File: src/rtl/mem_arbiter.sv
// -----------------------------------------------------------------------------
// mem_arbiter
//
// Shares one line-wide memory port between an instruction cache (read-only
// line fills) and a data cache (line fills and writebacks). Only one
// transaction is in flight at a time. When both caches ask in the same
// IDLE cycle, the one that was not served last wins. After reset the
// last-served register points at the instruction cache, so the data cache
// wins the first tie.
//
// When a request is granted, the arbiter latches its address, write data and
// direction. The pmem_* address, data and strobe outputs come only from
// those latched values. A requester may therefore drop or change its request
// mid-transaction without disturbing the memory side.
//
// Ports
//   clk, reset             clock, asynchronous active-high reset
//   i_read, i_address      instruction-cache fill request and line address
//   i_resp, i_rdata        completion pulse / fill data to instruction cache
//   d_read, d_write        data-cache fill / writeback request
//   d_address, d_wdata     data-cache line address and writeback data
//   d_resp, d_rdata        completion pulse / fill data to data cache
//   pmem_read, pmem_write  strobes to shared memory (never both)
//   pmem_address           latched line address to shared memory
//   pmem_wdata             latched writeback data to shared memory
//   pmem_rdata, pmem_resp  read data and completion pulse from shared memory
//   busy                   high whenever a transaction is being served
// -----------------------------------------------------------------------------

module mem_arbiter_checker (
    input logic clk,
    input logic reset,
    input logic busy,
    input logic pmem_read,
    input logic pmem_write,
    input logic i_resp,
    input logic d_resp
);

    // The two memory strobes are mutually exclusive
    a_strobe_excl: assert property (@(posedge clk) disable iff (reset)
        !(pmem_read && pmem_write));

    // Exactly one strobe is active while serving, none while idle
    a_busy_strobe: assert property (@(posedge clk) disable iff (reset)
        busy == (pmem_read || pmem_write));

    // At most one requester sees a completion pulse
    a_resp_excl: assert property (@(posedge clk) disable iff (reset)
        !(i_resp && d_resp));

    // No completion pulse can come out of the idle state
    a_idle_no_resp: assert property (@(posedge clk) disable iff (reset)
        !busy |-> !(i_resp || d_resp));

endmodule

module mem_arbiter #(
    parameter int ADDR_WIDTH = 16,
    parameter int LINE_WIDTH = 128
) (
    input  logic                  clk,
    input  logic                  reset,

    input  logic                  i_read,
    input  logic [ADDR_WIDTH-1:0] i_address,
    output logic                  i_resp,
    output logic [LINE_WIDTH-1:0] i_rdata,

    input  logic                  d_read,
    input  logic                  d_write,
    input  logic [ADDR_WIDTH-1:0] d_address,
    input  logic [LINE_WIDTH-1:0] d_wdata,
    output logic                  d_resp,
    output logic [LINE_WIDTH-1:0] d_rdata,

    output logic                  pmem_read,
    output logic                  pmem_write,
    output logic [ADDR_WIDTH-1:0] pmem_address,
    output logic [LINE_WIDTH-1:0] pmem_wdata,
    input  logic [LINE_WIDTH-1:0] pmem_rdata,
    input  logic                  pmem_resp,

    output logic                  busy
);

    typedef enum logic [1:0] {
        IDLE    = 2'd0,
        SERVE_I = 2'd1,
        SERVE_D = 2'd2
    } state_t;

    // Encoding of the last-served requester
    localparam logic GRANT_I = 1'b0;
    localparam logic GRANT_D = 1'b1;

    state_t                  state_r;
    state_t                  state_next_s;
    logic                    last_grant_r;
    logic                    last_grant_next_s;

    logic [ADDR_WIDTH-1:0]   addr_r;
    logic [LINE_WIDTH-1:0]   wdata_r;
    logic                    write_r;
    logic                    write_next_s;

    logic                    busy_r;
    logic                    rd_strobe_r;
    logic                    wr_strobe_r;
    logic                    busy_next_s;
    logic                    rd_next_s;
    logic                    wr_next_s;

    logic                    i_req_s;
    logic                    d_req_s;
    logic                    grant_i_s;
    logic                    grant_d_s;

    // Request decode and grant selection; grants only ever fire in IDLE
    always_comb begin
        i_req_s   = i_read;
        d_req_s   = d_read | d_write;
        grant_i_s = 1'b0;
        grant_d_s = 1'b0;
        if (state_r == IDLE) begin
            if (i_req_s && d_req_s) begin
                // Tie: favour whoever was not served last
                if (last_grant_r == GRANT_I) begin
                    grant_d_s = 1'b1;
                end else begin
                    grant_i_s = 1'b1;
                end
            end else if (d_req_s) begin
                grant_d_s = 1'b1;
            end else if (i_req_s) begin
                grant_i_s = 1'b1;
            end else begin
                grant_i_s = 1'b0;
                grant_d_s = 1'b0;
            end
        end else begin
            grant_i_s = 1'b0;
            grant_d_s = 1'b0;
        end
    end

    // Next-state logic; last_grant moves only when a transaction completes
    always_comb begin
        state_next_s      = state_r;
        last_grant_next_s = last_grant_r;
        case (state_r)
            IDLE: begin
                if (grant_d_s) begin
                    state_next_s = SERVE_D;
                end else if (grant_i_s) begin
                    state_next_s = SERVE_I;
                end else begin
                    // A stray pmem_resp here is deliberately ignored
                    state_next_s = IDLE;
                end
            end
            SERVE_I: begin
                if (pmem_resp) begin
                    state_next_s      = IDLE;
                    last_grant_next_s = GRANT_I;
                end else begin
                    state_next_s = SERVE_I;
                end
            end
            SERVE_D: begin
                if (pmem_resp) begin
                    state_next_s      = IDLE;
                    last_grant_next_s = GRANT_D;
                end else begin
                    state_next_s = SERVE_D;
                end
            end
            default: begin
                state_next_s      = IDLE;
                last_grant_next_s = GRANT_I;
            end
        endcase
    end

    // Next values of the registered strobes, derived from the next state and direction
    always_comb begin
        write_next_s = write_r;
        if (grant_d_s) begin
            // A simultaneous read and write is treated as a write
            write_next_s = d_write;
        end else if (grant_i_s) begin
            write_next_s = 1'b0;
        end else begin
            write_next_s = write_r;
        end
        busy_next_s = (state_next_s != IDLE);
        rd_next_s   = busy_next_s & ~write_next_s;
        wr_next_s   = busy_next_s &  write_next_s;
    end

    // State, last-grant and registered strobe/busy flops
    always_ff @(posedge clk or posedge reset) begin
        if (reset) begin
            state_r      <= IDLE;
            last_grant_r <= GRANT_I;
            write_r      <= 1'b0;
            busy_r       <= 1'b0;
            rd_strobe_r  <= 1'b0;
            wr_strobe_r  <= 1'b0;
        end else begin
            state_r      <= state_next_s;
            last_grant_r <= last_grant_next_s;
            write_r      <= write_next_s;
            busy_r       <= busy_next_s;
            rd_strobe_r  <= rd_next_s;
            wr_strobe_r  <= wr_next_s;
        end
    end

    // Capture address and data of the granted requester at the grant edge
    always_ff @(posedge clk or posedge reset) begin
        if (reset) begin
            addr_r  <= {ADDR_WIDTH{1'b0}};
            wdata_r <= {LINE_WIDTH{1'b0}};
        end else if (grant_d_s) begin
            addr_r  <= d_address;
            wdata_r <= d_wdata;
        end else if (grant_i_s) begin
            // Instruction fills carry no data; clear so stale writeback data does not linger
            addr_r  <= i_address;
            wdata_r <= {LINE_WIDTH{1'b0}};
        end else begin
            addr_r  <= addr_r;
            wdata_r <= wdata_r;
        end
    end

    // Completion pulses must coincide with pmem_resp, so they stay combinational
    always_comb begin
        i_resp = (state_r == SERVE_I) & pmem_resp;
        d_resp = (state_r == SERVE_D) & pmem_resp;
    end

    assign busy         = busy_r;
    assign pmem_read    = rd_strobe_r;
    assign pmem_write   = wr_strobe_r;
    assign pmem_address = addr_r;
    assign pmem_wdata   = wdata_r;
    // Fill data is a straight pass-through; caches qualify it with their resp
    assign i_rdata      = pmem_rdata;
    assign d_rdata      = pmem_rdata;

    mem_arbiter_checker u_checker (
        .clk        (clk),
        .reset      (reset),
        .busy       (busy_r),
        .pmem_read  (rd_strobe_r),
        .pmem_write (wr_strobe_r),
        .i_resp     (i_resp),
        .d_resp     (d_resp)
    );

endmodule

File: config.mk
export PLATFORM = sky130hd
export DESIGN_NAME = mem_arbiter
export DESIGN_NICKNAME = d
export VERILOG_FILES = /design/src/rtl/mem_arbiter.sv
export SDC_FILE = /design/constraint.sdc
export NUM_CORES = 1
export LEC_CHECK = 0
export CORE_AREA = 2 2 270 272
export CTS_CLUSTER_DIAMETER = 80
export CTS_CLUSTER_SIZE = 20
export DETAILED_ROUTE_END_ITERATION = 10
export DIE_AREA = 0 0 272 274
export HOLD_SLACK_MARGIN = 0.1
export PLACE_DENSITY_LB_ADDON = 0.1
export SLEW_MARGIN = 20
export SYNTH_ARGS = -nofsm -noshare
export SYNTH_HDL_FRONTEND = slang
export SYNTH_SLANG_ARGS = --single-unit
File: constraint.sdc
create_clock -name clk -period 6.19 [get_ports clk]
set_clock_uncertainty 0.15 [all_clocks]
set_input_delay 1.238 -clock clk [delete_from_list [all_inputs] [get_ports clk]]
set_output_delay 1.238 -clock clk [all_outputs]
set_load 0.02 [all_outputs]
==> impl_metrics.py <==
metrics = {
    "sta": {
        "max_freq_mhz": 243,
        "period_minus_slack_ns": 4.12,
        "slew-limit-headroom_pct": 38.9,
        "worst_pin_slew_ns": 0.916,
        "finalHoldWorstSlack_ns": 0.348,
        "hold_viol_final": 0,
        "fin_ws_ns": 2.07,
        "setup_violations": 0,
        "finalCritPeriodShare_pct": 66.6,
        "rsz0062_at_grt": "no",
        "report.final.slew_viol_count": 0,
        "tns_ns": 0,
    },
    "setup_path": {
        "cpPeakStageDelay_ns": 0.64,
        "cpMaxStageDelayCell": "clkdlybuf4s50_1",
        "arrival_ns": 2.74,
        "cp.required_ns": 4.80,
        "path_class": "input port to output port",
        "crit_path_end_kind": "output port",
        "cp_max_fo": 5,
        "cp-start-kind": "input port",
        "crit_path_cell_trace": "clkdlybuf4s50_1 > inv_1 > nor3b_1 > clkdlybuf4s50_1",
        "ff2ff_setup_slack_ns": 3.62,
        "path_common_cell": "clkdlybuf4s50_1",
    },
    "drt": {
        "drc_errors": 0,
        "first_pass_iters": 4,
        "wl_per_cell_um": 16.9,
        "vias": 5098,
        "ant_nets": 0,
        "initialDrtViolationCount": 206,
        "routed_wirelength_mm": 28.5,
        "vias_per_cell": 3.03,
    },
    "yosys": {
        "synth_area_per_cell_um2": 11.7,
        "syn_nets": 964,
        "yosysUniqueCellTypes": 29,
        "yosysTopAreaCell": "dfrtp_1",
        "syn_inst": 670,
        "syn-cell-area_um2": 7810,
        "yosys_warnings": 0,
        "synth_top_area_share_pct": 48.4,
        "ys_ff_latch": 151,
        "seq_area_frac_synth_pct": 48.4,
        "synthTopCellsByArea": "dfrtp_1 (48%), buf_4 (25%), a22o_1 (14%), buf_6 (3.9%), o32a_1 (2.0%)",
    },
    "finish": {
        "fin_nets": 1007,
        "drive_above_1_share_pct": 6.06,
        "final_common_cell": "clkdlybuf4s50_1",
        "layout_common_cells": "clkdlybuf4s50_1 (314), dfrtp_1 (151), a22o_1 (128), o21ai_0 (19)",
        "syn_to_final_growth_pct": 34.8,
        "diodes": 0,
        "final_area_um2": 10500,
    },
    "die": {
        "dieHeight_um": 274,
        "core_um2": 72000,
        "ios": 699,
        "initial_utilization_pct": 10.9,
        "rows": 99,
        "die_w_um": 272,
        "dieArea_um2": 74500,
    },
    "global_routing": {
        "grt_pass1_wl_mm": 40.7,
        "grt_pass1_vias": 5457,
        "grtUsageTotal_pct": 7.68,
        "grt_max_degree": 95,
        "grt_overflow": 0,
        "antenna_found_initial": 5,
    },
    "clock_tree": {
        "root_buffer": "clkbuf_16",
        "clk_pin_slew_worst_paths_ns": 0.07,
        "clock_path_buffers": 2,
        "clock_latency_ns": 0.46,
        "ctsHoldBuffers": 0,
        "numCtsBuffers": 17,
        "htreeDepth": 4,
        "cts_setup_buffers": 0,
        "cts_sinks": 151,
        "cts_tree": "done",
        "cts_resized": 0,
    },
    "power_and_ir_drop": {
        "power_uw": 5390,
        "power_density_nw_per_um2": 511,
        "p_leak_uw": 0.00419,
        "max-vdd-ir-drop_uv": 159,
        "p_switching_uw": 2170,
        "p_clk_share_pct": 20.3,
        "p_sw_share_pct": 40.2,
        "pwr-share-seq_pct": 30.8,
        "intPower_uw": 3220,
        "power_frac_comb_pct": 48.9,
    },
    "placed_design": {
        "place_ws_ns": 2.07,
        "place.gp.congestion": 0.667,
        "placedInstanceArea_um2": 9970,
        "io_buffer_count": 314,
        "dp_hpwl_mm": 19.1,
    },
    "flow_run": {
        "maxCapViolations": 0,
    },
    "worst_hold_path": {
        "hold_path_class": "flip-flop to flip-flop",
    },
    "status": {
        "status": "finished clean",
    },
}
==> cells in the mapped netlist (all sizes together) <==
cell	count
a2bb2oi	16
nor2	3
nor3b	1
o32a	16
inv	18
nand2	3
o2bb2ai	1
xnor2	1
a211oi	1
and2	1
a21o	1
clkbuf	11
o21ai	20
dfrtp	151
o21ba	1
a22o	128
a21boi	1
nor3	1
buf	287
a211o	1
or2	3
o32ai	1
a22oi	1
or3b	1
nand2b	1
==> metal layers <==
metal  wire length (um)  up-vias  track usage [%]  share of wire (%)
met5                 67        -                0               0.24
met4                900       10             3.85                3.2
met3               3260       85             4.81                 11
met2              12800      317             11.4                 45
met1              11400     2493             8.54                 40
li1                   -     2193                -                  -
==> metrics by stage <==
step | cells | utilization, %
floorplan | 670 | -
global placement | 1653 | 13.8
detailed placement | 1653 | 13.8
CTS | 1685 | 14.6
global route | 1685 | 14.6
finish | 1685 | 14.6
==> path summary, 6_finish.rpt <==
kind,from,end,cells after the start
worst min-delay path,pmem_wdata[108],pmem_wdata[108],1
max in group asynchronous,reset,pmem_wdata[46],3
min in group asynchronous,reset,pmem_wdata[31],2
worst max register to register,state_r[0],pmem_wdata[50],4
worst max-delay path,pmem_resp,i_resp,4
worst min register to register,pmem_wdata[108],pmem_wdata[108],1
==> final cells by class <==
class                      instances  area [um^2]
tap                              959         1200
timing repair buffer             322         3230
clock buffer                      20          447
inverter                          18         72.6
sequential                       151         3780
clock inverter                    12          119
multi-input combinational        203         1690
fill                            8050        61400
==> worst max-delay path, delay by kind of cell <==
kind	cells	cell delay, ns
buffers and inverters	3	1.30
AND/OR/NAND/NOR	1	0.19
==> logic make-up after synthesis <==
kind of cell	synth area share [%]
flip-flops	48.4
AND/OR/NAND/NOR	0.961
AO/OA/AOI/OAI	20.4
XOR/XNOR	0.112
buffers and inverters	30.2
==> state kept, by name, indices dropped and copies added (netlist names) <==
name,flops
last_grant_r,1
pmem_address,16
pmem_wdata,128
state_r,2
pmem_read,1
write_r,1
busy,1
pmem_write,1
==> power by group through the flow <==
stage                     Clock, uW  Sequential (uW)  Combinational [uW]
final                          1090             1660                2630
after global routing           1210             1720                2830
after CTS                      1180             1670                2710
after detailed placement          0             1680                2700
after global placement            0             1690                2730
after floorplan                   0             2130                1270
No activity file was read; power rests on OpenSTA's default activity.
